===== src/rtl/uart_tx_buffered_pkg.sv =====
// Shared UART transmit constants: FSM state encodings, frame levels and the parity helper.
package uart_tx_buffered_pkg;

    localparam logic [2:0] ST_IDLE   = 3'd0;
    localparam logic [2:0] ST_START  = 3'd1;
    localparam logic [2:0] ST_DATA   = 3'd2;
    localparam logic [2:0] ST_PARITY = 3'd3;
    localparam logic [2:0] ST_STOP   = 3'd4;

    localparam int unsigned DATA_BITS = 8;
    localparam logic        START_LVL = 1'b0;
    localparam logic        STOP_LVL  = 1'b1;

    function automatic logic parity_bit(input logic [DATA_BITS-1:0] data, input logic odd);
        return (^data) ^ odd;
    endfunction

endpackage


===== src/rtl/uart_tx_fifo.sv =====
// Synchronous byte FIFO for the UART transmitter; head word is presented on dout, pop advances it.
module uart_tx_fifo
    import uart_tx_buffered_pkg::*;
#(
    parameter  int unsigned DEPTH = 8,
    localparam int unsigned AW    = $clog2(DEPTH)
) (
    input  logic                 clk,
    input  logic                 reset,
    input  logic                 push,
    input  logic [DATA_BITS-1:0] din,
    input  logic                 pop,
    output logic [DATA_BITS-1:0] dout,
    output logic                 full,
    output logic                 empty,
    output logic [AW:0]          count
);

    logic [DATA_BITS-1:0] mem_q [DEPTH];
    logic [AW-1:0]        wptr_q, wptr_d;
    logic [AW-1:0]        rptr_q, rptr_d;
    logic [AW:0]          count_q, count_d;
    logic                 push_ok;
    logic                 pop_ok;

    // Full is judged on the current count, so a write while full is dropped even if a pop happens.
    assign push_ok = push & ~full;
    assign pop_ok  = pop & ~empty;

    always_comb begin
        wptr_d  = wptr_q;
        rptr_d  = rptr_q;
        count_d = count_q;
        if (push_ok) wptr_d = wptr_q + AW'(1);
        if (pop_ok)  rptr_d = rptr_q + AW'(1);
        case ({push_ok, pop_ok})
            2'b10:   count_d = count_q + (AW+1)'(1);
            2'b01:   count_d = count_q - (AW+1)'(1);
            default: count_d = count_q;
        endcase
    end

    always_ff @(posedge clk or posedge reset) begin
        if (reset) begin
            wptr_q  <= '0;
            rptr_q  <= '0;
            count_q <= '0;
        end else begin
            wptr_q  <= wptr_d;
            rptr_q  <= rptr_d;
            count_q <= count_d;
        end
    end

    always_ff @(posedge clk) begin
        if (push_ok) mem_q[wptr_q] <= din;
    end

    assign dout  = mem_q[rptr_q];
    assign full  = (count_q == (AW+1)'(DEPTH));
    assign empty = (count_q == '0);
    assign count = count_q;

endmodule


===== src/rtl/uart_tx_buffered.sv =====
// Buffered UART transmitter: FIFO-fed serializer producing start, 8 data LSB-first, optional parity, stop.
module uart_tx_buffered
    import uart_tx_buffered_pkg::*;
#(
    parameter int unsigned CLK_FREQ   = 50000000,
    parameter int unsigned BAUD       = 115200,
    parameter int unsigned FIFO_DEPTH = 8,
    parameter int unsigned PARITY_EN  = 1,
    parameter int unsigned PARITY_ODD = 0
) (
    input  logic                          clk,
    input  logic                          reset,
    input  logic                          wr_en,
    input  logic [7:0]                    wr_data,
    input  logic                          clr_overflow,
    output logic                          tx,
    output logic                          busy,
    output logic                          fifo_full,
    output logic                          fifo_empty,
    output logic [$clog2(FIFO_DEPTH):0]   fifo_count,
    output logic                          overflow
);

    localparam int unsigned CLKS_PER_BIT = CLK_FREQ / BAUD;
    localparam int unsigned CW           = $clog2(CLKS_PER_BIT);
    localparam logic [CW-1:0] BAUD_LAST  = CW'(CLKS_PER_BIT - 1);
    localparam logic [2:0]    LAST_IDX   = 3'(DATA_BITS - 1);
    localparam logic          PAR_ODD    = (PARITY_ODD != 0);
    localparam logic [2:0]    AFTER_DATA = (PARITY_EN != 0) ? ST_PARITY : ST_STOP;

    logic [2:0]    state_q, state_d;
    logic [CW-1:0] baud_q, baud_d;
    logic [2:0]    idx_q, idx_d;
    logic [7:0]    shreg_q, shreg_d;
    logic          tx_q, tx_d;
    logic          overflow_q, overflow_d;
    logic          pop_c;
    logic          baud_done;
    logic [7:0]    fifo_dout;

    uart_tx_fifo #(
        .DEPTH (FIFO_DEPTH)
    ) u_fifo (
        .clk   (clk),
        .reset (reset),
        .push  (wr_en),
        .din   (wr_data),
        .pop   (pop_c),
        .dout  (fifo_dout),
        .full  (fifo_full),
        .empty (fifo_empty),
        .count (fifo_count)
    );

    assign baud_done = (baud_q == BAUD_LAST);

    // Next-state logic; tx is derived from the next state so the line changes on the transition edge.
    always_comb begin
        state_d = state_q;
        baud_d  = baud_done ? '0 : baud_q + CW'(1);
        idx_d   = idx_q;
        shreg_d = shreg_q;
        pop_c   = 1'b0;
        tx_d    = STOP_LVL;

        case (state_q)
            ST_IDLE: begin
                baud_d = '0;
                if (!fifo_empty) begin
                    pop_c   = 1'b1;
                    shreg_d = fifo_dout;
                    state_d = ST_START;
                end
            end
            ST_START: begin
                if (baud_done) begin
                    state_d = ST_DATA;
                    idx_d   = '0;
                end
            end
            ST_DATA: begin
                if (baud_done) begin
                    if (idx_q == LAST_IDX) state_d = AFTER_DATA;
                    else                   idx_d   = idx_q + 3'd1;
                end
            end
            ST_PARITY: begin
                if (baud_done) state_d = ST_STOP;
            end
            ST_STOP: begin
                if (baud_done) begin
                    if (!fifo_empty) begin
                        pop_c   = 1'b1;
                        shreg_d = fifo_dout;
                        state_d = ST_START;
                    end else begin
                        state_d = ST_IDLE;
                    end
                end
            end
            default: begin
                state_d = ST_IDLE;
                baud_d  = '0;
            end
        endcase

        case (state_d)
            ST_START:  tx_d = START_LVL;
            ST_DATA:   tx_d = shreg_d[idx_d];
            ST_PARITY: tx_d = parity_bit(shreg_d, PAR_ODD);
            default:   tx_d = STOP_LVL;
        endcase
    end

    // A new drop in the same cycle as a clear leaves the flag set.
    always_comb begin
        overflow_d = overflow_q;
        if (clr_overflow)        overflow_d = 1'b0;
        if (wr_en && fifo_full)  overflow_d = 1'b1;
    end

    always_ff @(posedge clk or posedge reset) begin
        if (reset) begin
            state_q    <= ST_IDLE;
            baud_q     <= '0;
            idx_q      <= '0;
            shreg_q    <= '0;
            tx_q       <= STOP_LVL;
            overflow_q <= 1'b0;
        end else begin
            state_q    <= state_d;
            baud_q     <= baud_d;
            idx_q      <= idx_d;
            shreg_q    <= shreg_d;
            tx_q       <= tx_d;
            overflow_q <= overflow_d;
        end
    end

    assign tx       = tx_q;
    assign busy     = (state_q != ST_IDLE) | ~fifo_empty;
    assign overflow = overflow_q;

endmodule


===== config.mk =====
export PLATFORM = sky130hd
export DESIGN_NAME = uart_tx_buffered
export DESIGN_NICKNAME = d
export VERILOG_FILES = /design/src/rtl/uart_tx_buffered_pkg.sv /design/src/rtl/uart_tx_fifo.sv /design/src/rtl/uart_tx_buffered.sv
export SDC_FILE = /design/constraint.sdc
export NUM_CORES = 1
export LEC_CHECK = 0
export ABC_CLOCK_PERIOD_IN_PS = 3300
export CAP_MARGIN = 0
export CORE_UTILIZATION = 40
export CTS_CLUSTER_SIZE = 30
export DETAILED_ROUTE_END_ITERATION = 8
export HOLD_SLACK_MARGIN = 0.12
export SLEW_MARGIN = 0
export SYNTH_ARGS = -nofsm -noshare
export SYNTH_HDL_FRONTEND = slang
export SYNTH_SLANG_ARGS = --single-unit
export TNS_END_PERCENT = 20

===== constraint.sdc =====
create_clock -name clk -period 3.3 [get_ports clk]
set_clock_uncertainty 0.15 [all_clocks]
set_input_delay 0.66 -clock clk [delete_from_list [all_inputs] [get_ports clk]]
set_output_delay 0.66 -clock clk [all_outputs]
set_load 0.03 [all_outputs]

==> results.txt <==
r2r endpoint - u_fifo.count[2]$_DFFE_PP0P_
dpl cell area - 4786 um2
RSZ-0062 raised after global routing - false
Global Route Usage Sum - 0.1523
setup tns final - 0 ps
fmax - 343.7 MHz
hold_ws - 343.6 ps
CTS Root Buffer Type - clkbuf_8
largest cells by area after synthesis - edfxtp_1 44%, dfrtp_1 20%, mux4_2 8.3%
outcome - finished, final reports clean
Worst EP arrival - 2100 ps
Sequential Power Share - 0.517
final instance area - 4964 um2
Site Rows - 37
FF+latch area - 2799 um2
Hold Path Sink - baud_q[0]$_DFF_PP0_
Rel. slew slack - 0.5371
cell area power density - 685.4 nW/um2
reg2reg start - u_fifo.count[1]$_DFFE_PP0P_
Seq cells post-synth - 99
pre-CTS WS - 355.5 ps
Mapped Area - 4352 um2
VDD IR max - 0.3224 mV
core area - 10,420 um2
GRT overflow - 0
ANT nets after route - 0
Yosys top cell area share - 0.4416
Final setup viols - 0
CP Data Required Time - 2490 ps
fill count - 916
max cap viols - 0
nets@finish - 343
Initial DRC Count - 121
Die Height - 106.3 um
CTS Buf Count - 9
vias in the first global route - 2,393
initial antenna violation count - 0
clock transition at the registers of the reported paths - 90 ps
# diodes - 0
Switching Share - 0.3249
Vias per Instance - 5.093
Avg Inst Size Synth - 15.22 um2
hold bufs inserted after CTS - 0
P_sw - 1.105 mW
CTS tree - done
die area - 11,300 um2
placer congestion estimate - 0.7753
Synth cell types - 48
Port Buffers - 20
period utilization - 0.8816
hpwl dp - 4.993 mm
CTS sink cnt - 99
# H-tree levels - 3
Max Slew Vio Count - 0
Slew @ Worst Pin - 690.6 ps
Final Hold Fails - 0
minimum clock period - 2909 ps
Post-CTS Resized - 0
largest net degree at the start of global routing - 36
origin of the worst min-delay path - baud_q[0]$_DFF_PP0_
Initial Util - 0.4178
final design utilization - 0.4765
Worst Reg-to-Reg Cells - 11
Layout Cells excl Fill - 463
global-route wire length before repair - 12.63 mm
CP endpoint kind - output pin
worst-path fanout max - 8
Max Root-Sink Buffers - 2
Clock power frac - 0.217
Startpoint Class - register
internal power - 2.297 mW
combinational fraction of design power - 0.266
latest clock arrival within the worst-skew pair - 370 ps
Final WS setup - 390.6 ps
Multi-input gate area - 1478 um2
via count - 2,358
I/O pins - 21
DRC viols - 0
DP Cell Count - 448
Syn. warnings - 0
syn_nets - 306
area grow syn2layout - 14.06%
chip width - 106.3 um
Syn Inst Count - 286
Post-CTS Setup Repair Bufs - 0
fraction of layout cells with a size suffix above 1 - 0.2202
sequential share of the synthesized area - 0.6432
post-DR wirelength/cell - 16.70 um
total power - 3.402 mW
Post-Route WL - 7.732 mm
area leader, netlist - edfxtp_1
DR pass1 iterations - 4
Worst Hold Class - reg2reg
Crit Path Category - reg2out
reg2reg setup slack - 420 ps
Hold Path Depth - 1
Lkg Pwr - 1.796 nW
## Yosys cell counts (all sizes together)
master  number
a211oi       1
a21oi        8
a31oi        5
a41oi        1
and3         1
buf          7
clkbuf       2
dfrtp       34
dfstp        1
edfxtp      64
ha           8
inv          7
mux2         9
mux2i        9
mux4        16
nand2       23
nand2b       3
nand3        8
nand3b       2
nand4        1
nor2        18
nor2b        4
nor3         7
nor3b        1
nor4         2
nor4b        1
o2111a       1
o211ai       2
o21a         1
o21ai        7
o22ai        1
o311a        1
o31ai        1
or2          2
or3          2
or4b         1
xnor2       16
xor2         8
## sequential cells by signal, summed over array words and instances, names as in the netlist
| register | flops |
|---|---|
| baud_q | 9 |
| idx_q | 3 |
| overflow | 1 |
| shreg_q | 8 |
| state_q | 3 |
| tx | 1 |
| u_fifo.count | 4 |
| u_fifo.mem_q | 64 |
| u_fifo.rptr_q | 3 |
| u_fifo.wptr_q | 3 |
## logic make-up (layout without fill, tap and decap cells)
family,count (synthesis),in the layout,share of synthesized area
flops,99,99,0.6432
xor+xnor,24,24,0.04830
simple gates,76,76,0.09086
compound gates,29,29,0.04917
buf+inv,16,57,0.01869
mux,34,34,0.1268
fa+ha+maj,8,8,0.02300
## power groups by stage
stage / clock network (mW) / registers (mW) / logic, mW
CTS: 0.766 / 1.76 / 0.924
finish: 0.737 / 1.76 / 0.906
floorplan: 0 / 1.78 / 0.625
detailed placement: 0 / 1.79 / 0.920
global route: 0.812 / 1.79 / 0.997
global placement: 0 / 1.78 / 0.913
## area by class of cell
| type | count | share of cell area |
|---|---|---|
| flip-flops and latches | 99 | 0.5639 |
| inverters | 7 | 0.005294 |
| clock buffers | 9 | 0.02496 |
| clock inverters | 6 | 0.01084 |
| multi-input cells | 171 | 0.2977 |
| well taps | 136 | 0.03428 |
| repair buffers | 35 | 0.06302 |
## how the worst max path moves through the flow
stage / from / to / slack, ps
3_3_place_gp: wr_en / u_fifo.count[2]$_DFFE_PP0P_ / 380
6_report: u_fifo.count[1]$_DFFE_PP0P_ / busy / 390
3_5_place_dp: wr_en / u_fifo.count[2]$_DFFE_PP0P_ / 360
4_1_cts: u_fifo.count[1]$_DFFE_PP0P_ / busy / 340
2_1_floorplan: u_fifo.count[1]$_DFFE_PP0P_ / u_fifo.count[2]$_DFFE_PP0P_ / 200
5_1_grt: u_fifo.count[0]$_DFFE_PP0P_ / u_fifo.count[2]$_DFFE_PP0P_ / 90
## worst max-delay path, stage by stage, from the launching register on
cell and delay, ps:
dfrtp_1 500, nor4_4 380, buf_4 190, nand3b_1 70, clkdlybuf4s50_1 590
## placed cells by master (no fill, tap or decap), types with 9 or more instances in the layout
cell type / netlist / routed
mux4_2: 16 / 16
edfxtp_1: 64 / 64
dfrtp_1: 34 / 34
mux2_2: 9 / 9
clkbuf_8: 0 / 9
xnor2_1: 16 / 16
nand2_1: 22 / 22
mux2i_1: 9 / 9
buf_4: 0 / 15
clkdlybuf4s50_1: 0 / 20
nor2_1: 18 / 18
## layer usage
metal | vias up | share of wire | global-route usage | wire (um)
li1 | 1137 | - | - | -
met1 | 1176 | 0.47 | 0.1981 | 3632
met2 | 37 | 0.48 | 0.2426 | 3750
met3 | 8 | 0.032 | 0.04292 | 249
met4 | 0 | 0.013 | 0.05655 | 99
met5 | - | 0 | 0 | 0
(Power assumes the default switching activity.)
